`config.mk`:
```
export PLATFORM = sky130hd
export DESIGN_NAME = vga_plot_arbiter
export DESIGN_NICKNAME = d
export VERILOG_FILES = /design/src/rtl/vga_plot_arbiter.sv
export SDC_FILE = /design/constraint.sdc
export NUM_CORES = 1
export LEC_CHECK = 0
export BUFFER_PORTS_ARGS = -buffer_cell sky130_fd_sc_hd__buf_2
export CAP_MARGIN = 5
export CORE_AREA = 2 2 86 121
export DETAILED_ROUTE_END_ITERATION = 6
export DIE_AREA = 0 0 88 123
export SLEW_MARGIN = 20
export SYNTH_ARGS = -nofsm -noshare
export SYNTH_HDL_FRONTEND = slang
export SYNTH_SLANG_ARGS = --single-unit
export TNS_END_PERCENT = 5
```
`constraint.sdc`:
```
create_clock -name clk -period 6.5 [get_ports clk]
set_input_delay 1.3 -clock clk [delete_from_list [all_inputs] [get_ports clk]]
set_output_delay 1.3 -clock clk [all_outputs]
set_load 0.1 [all_outputs]
```
`src/rtl/vga_plot_arbiter.sv`:
```
`default_nettype none
// ============================================================================
// Module   : vga_plot_arbiter
// Function : Burst-granting arbiter that shares the vga_adapter write port among
//            the erase, screen, draw and HUD pixel producers. Define
//            PLOT_ARB_RR_EN for round-robin arbitration (default: fixed priority).
// Revision : 1.0 - initial release
// ============================================================================
module vga_plot_arbiter #(
    parameter int XW      = 8,
    parameter int YW      = 7,
    parameter int CW      = 3,
    parameter int TIMEOUT = 1023,
    parameter int TOW     = 10
) (
    input  logic            clk,
    input  logic            resetn,
    input  logic [3:0]      req,
    input  logic [3:0]      plot_in,
    input  logic [3:0]      last_in,
    input  logic [4*XW-1:0] x_in,
    input  logic [4*YW-1:0] y_in,
    input  logic [4*CW-1:0] colour_in,
    output logic [3:0]      gnt,
    output logic [XW-1:0]   vga_x,
    output logic [YW-1:0]   vga_y,
    output logic [CW-1:0]   vga_colour,
    output logic            vga_plot,
    output logic            busy,
    output logic            timeout_err
);

    typedef enum logic [0:0] {
        IDLE = 1'b0,
        OWN  = 1'b1
    } state_t;

    localparam logic [TOW-1:0] c_TIMEOUT = TOW'(TIMEOUT);

    state_t         r_state;
    state_t         w_stateNext;
    logic [1:0]     r_owner;
    logic [1:0]     w_ownerNext;
    logic [TOW-1:0] r_idleCnt;
    logic [TOW-1:0] w_idleCntNext;
    logic [TOW-1:0] w_idleInc;
    logic [1:0]     w_base;
    logic [1:0]     w_winner;
    logic [3:0]     w_gntNext;
    logic           w_plotNext;
    logic           w_tmoNext;
    logic           w_loadPix;
    logic           w_ownPlot;
    logic           w_ownLast;
    logic           w_ownReq;
    logic           w_doneNormal;
    logic           w_timeoutHit;
    logic           w_release;

    logic [XW-1:0]  w_xArr [4];
    logic [YW-1:0]  w_yArr [4];
    logic [CW-1:0]  w_cArr [4];

    for (genvar gi = 0; gi < 4; gi++) begin : g_unpack
        assign w_xArr[gi] = x_in[XW*gi +: XW];
        assign w_yArr[gi] = y_in[YW*gi +: YW];
        assign w_cArr[gi] = colour_in[CW*gi +: CW];
    end

`ifdef PLOT_ARB_RR_EN
    logic [1:0] r_ptr;
    logic [1:0] w_ptrNext;
    assign w_base = r_ptr;
`else
    assign w_base = 2'd0;
`endif

    // Scan downward so the requester closest to the base index wins.
    always_comb begin
        w_winner = w_base;
        for (int k = 3; k >= 0; k--) begin
            if (req[w_base + 2'(k)]) begin
                w_winner = w_base + 2'(k);
            end
        end
    end

    assign w_ownPlot    = plot_in[r_owner];
    assign w_ownLast    = last_in[r_owner];
    assign w_ownReq     = req[r_owner];
    assign w_idleInc    = (r_idleCnt == c_TIMEOUT) ? r_idleCnt : r_idleCnt + TOW'(1);
    assign w_timeoutHit = !w_ownPlot && (w_idleInc == c_TIMEOUT);
    assign w_doneNormal = (w_ownPlot && w_ownLast) || !w_ownReq;
    assign w_release    = w_doneNormal || w_timeoutHit;

    always_comb begin
        w_stateNext   = r_state;
        w_gntNext     = gnt;
        w_ownerNext   = r_owner;
        w_idleCntNext = r_idleCnt;
        w_plotNext    = 1'b0;
        w_tmoNext     = 1'b0;
        w_loadPix     = 1'b0;
`ifdef PLOT_ARB_RR_EN
        w_ptrNext     = r_ptr;
`endif
        case (r_state)
            IDLE: begin
                if (|req) begin
                    w_stateNext   = OWN;
                    w_gntNext     = 4'b0001 << w_winner;
                    w_ownerNext   = w_winner;
                    w_idleCntNext = '0;
                end
            end
            OWN: begin
                w_loadPix     = 1'b1;
                w_plotNext    = w_ownPlot;
                w_idleCntNext = w_ownPlot ? '0 : w_idleInc;
                if (w_release) begin
                    // A proper finish (last pixel or request drop) outranks the timeout.
                    w_stateNext   = IDLE;
                    w_gntNext     = 4'b0000;
                    w_idleCntNext = '0;
                    w_tmoNext     = !w_doneNormal;
`ifdef PLOT_ARB_RR_EN
                    w_ptrNext     = r_owner + 2'd1;
`endif
                end
            end
            default: begin
                w_stateNext = IDLE;
            end
        endcase
    end

    always_ff @(posedge clk) begin
        if (!resetn) begin
            r_state     <= IDLE;
            r_owner     <= 2'd0;
            r_idleCnt   <= '0;
            gnt         <= 4'b0000;
            vga_x       <= '0;
            vga_y       <= '0;
            vga_colour  <= '0;
            vga_plot    <= 1'b0;
            timeout_err <= 1'b0;
`ifdef PLOT_ARB_RR_EN
            r_ptr       <= 2'd0;
`endif
        end else begin
            r_state     <= w_stateNext;
            r_owner     <= w_ownerNext;
            r_idleCnt   <= w_idleCntNext;
            gnt         <= w_gntNext;
            vga_plot    <= w_plotNext;
            timeout_err <= w_tmoNext;
`ifdef PLOT_ARB_RR_EN
            r_ptr       <= w_ptrNext;
`endif
            if (w_loadPix) begin
                vga_x      <= w_xArr[r_owner];
                vga_y      <= w_yArr[r_owner];
                vga_colour <= w_cArr[r_owner];
            end
        end
    end

    assign busy = (r_state == OWN);

endmodule
`default_nettype wire
```
==> metrics.txt <==
final hold violations=0; RR Startpoint=r_idleCnt[1]$_SDFFE_PN0P_; number of synthesized flops with an enable pin=0; total leakage power=1.31 nW; first-pass GRT wire length=10,800 um; Hold/Removal Path Class=flip-flop to flip-flop; Synth cell types=52; Worst-Margin Slew=approximately 1.1 ns; die width=88 um; commonest non-fill, non-tap cells in the layout=buf_2, dfxtp_1, nand2_1; pre-CTS setup slack=about 3.5 ns; antenna cells=0; Critical Path Source Type=flip-flop; H-tree Lvls=2; Ports=around 110; final core occ=~33%; vias per cell=between 4 and 5; P per Cell Area=about 240 nW/um2; Clk network pwr share=32.0%; sequential power share=about a third; Internal Pwr Total=0.000478 W; Multi-input gate area=1540 um2; kind of critical path=flip-flop to flip-flop; DRT Pass-1 Iters=4; Sw Pwr=roughly 0.00027 W; CTS resizes=0; Nets=428; Buf+Inv Stages, Crit Path=0; drt initial violations=108; CORE AREA=9740 um2; ys async rst share=0%; TritonCTS Buffers=5; Logic pwr share=34.2%; min-delay src=gnt[1]$_SDFFE_PN0P_; CTS Hold Bufs=0; CP Max Fanout=10; unrepaired setup endpoints after global routing=no; Worst EP arrival=~2.9 ns; maximum VDD drop=roughly 110 uV; sequential area share after synthesis=between 30% and 40%; largest net degree at the start of global routing=27; CP delay by family, top=simple AND/OR/NAND/NOR gates; Layout area overhead=33.7%; ANT nets after route=0; post-DP HPWL=roughly 5400 um; Port Buffers=110; top achievable clock speed=approximately 0.36 GHz; setup bufs post-CTS=0; min Tclk post-route=2.75 ns; register area=approximately 740 um2; layout cells sized above 1=a little over two fifths; Die ar.=approximately 11,000 um2; crit path capture type=flip-flop; Total GRT Usage=between 10% and 20%; DRC Markers=0; routed wire length=roughly 6700 um; number of global-route vias before repair=2,324; maxcap violations=0; Crit. Startpoint=r_idleCnt[1]$_SDFFE_PN0P_; CTS Root Cell=clkbuf_16; setup ws final=roughly 3.8 ns; Synth Flop Type=dfxtp_1; leading cell type in the layout, fill and taps excluded=buf_2; routed vias=2,341; DR WL/cell=between 10 and 15 um; CP max-delay cell=nor3_1; final slew viol count=0; WP data required=roughly 6.7 ns; relative slew slack=around 28%; # fillers=slightly above 1,000; CP Cell Sequence=ha_1 > nand3_1 > nor3_1 > a21oi_4 > nor2_4 > o32ai_1; antenna violations before repair=0; synthesized instance count=236; die height=between 100 and 150 um; skew final=roughly 0.0037 ns; GPL Wtd Cong=approximately 0.83; CTS sink cnt=37; Syn Std Cell Area=2380 um2; Net Count, Synth=between 300 and 400; Tcrit/Tclk final=between 40% and 50%; Rows=43; Longest Clk Path Bufs=2; clock-pin slew on the worst setup and hold paths=around 0.05 ns; final setup fails=0; Initial Util=around a quarter; setup tns final=0 ns; clk_lat worst skew=0.28 ns; GRT overflow=0; status=finished clean; max incr delay on CP=around 0.91 ns; FF+latch count, synth=37; synth warn=0; switching share of power=between 30% and 40%; CTS tree=yes; Post-Syn Area per Cell=10.1 um2
[sequential cells by signal (all words and copies together) (netlist names)]
name         count
vga_plot         1
busy             1
r_idleCnt       10
r_owner          2
vga_colour       3
vga_x            8
vga_y            7
gnt              4
timeout_err      1
[per-layer routing]
metal / vias up / track usage [%] / wire length (um)
li1: 1109 / - / -
met1: 1114 / 13.5 / 2380
met4: 0 / 4.90 / 167
met3: 12 / 3.34 / 474
met2: 106 / 23.7 / 3650
met5: - / 0 / 0
[area by class of cell]
type | count | area share (%)
repair buffers | 113 | 18.0
clock buffers | 7 | 4.48
well taps | 135 | 5.31
flip-flops and latches | 37 | 23.3
multi-input cells | 179 | 48.3
inverters | 5 | 0.590
[worst paths after layout]
kind	end	slack, ns	depth (start not counted)
hold reg to reg	gnt[1]$_SDFFE_PN0P_	0.49	2
setup reg to reg	gnt[0]$_SDFFE_PN0P_	3.75	6
hold / removal	gnt[1]$_SDFFE_PN0P_	0.49	2
setup / recovery	gnt[0]$_SDFFE_PN0P_	3.75	6
[synthesized netlist by cell type (all sizes together) (3+ instances only)]
cell type  instances  share of area (%)
dfxtp             37                 31
nand2             21                3.3
mux4              20                 19
nor2b             20                5.3
mux2i             19                8.0
nor2              13                2.4
o21ai             12                3.0
buf               10                2.7
a21oi              7                2.1
nand3              7                1.5
clkbuf             5               0.79
inv                5               0.79
nor3               5                1.1
o31ai              5                1.6
and4               4                1.5
nand4              4                1.7
a211oi             3                1.2
a31oi              3               0.79
o211ai             3               0.95
o22ai              3               0.79
[stage by stage]
step	power [W]	instance area, um2	cells	hold WS [ns]
2_1_floorplan	0.000458	2380	236	0.468
6_report	0.000748	3180	476	0.488
3_5_place_dp	0.000516	3040	469	0.480
3_3_place_gp	0.000513	3040	469	0.459
5_1_grt	0.000782	3180	476	0.520
4_1_cts	0.000754	3180	476	0.491
[power groups by stage]
stage,Clock (W),Combinational [W],Sequential [W]
detailed placement,0,0.000258,0.000258
CTS,0.000242,0.000259,0.000254
finish,0.000239,0.000255,0.000253
global placement,0,0.000255,0.000258
floorplan,0,0.0000917,0.000366
global route,0.000254,0.000271,0.000256
[logic make-up after synthesis]
logic type	Yosys count	synth area share (%)
flip-flops	37	31.1
adder cells (fa/ha/maj)	1	0.526
buffers and inverters	20	4.26
AND/OR/NAND/NOR	86	20.6
XOR/XNOR	3	1.10
AO/OA/AOI/OAI	50	15.5
multiplexers	39	26.9
[worst min-delay path: stages, from the launching register on]
cell and delay [ns]:
dfxtp_1 0.33, nand2_1 0.06, o21bai_1 0.05
Power figures use the tool's default switching activity.
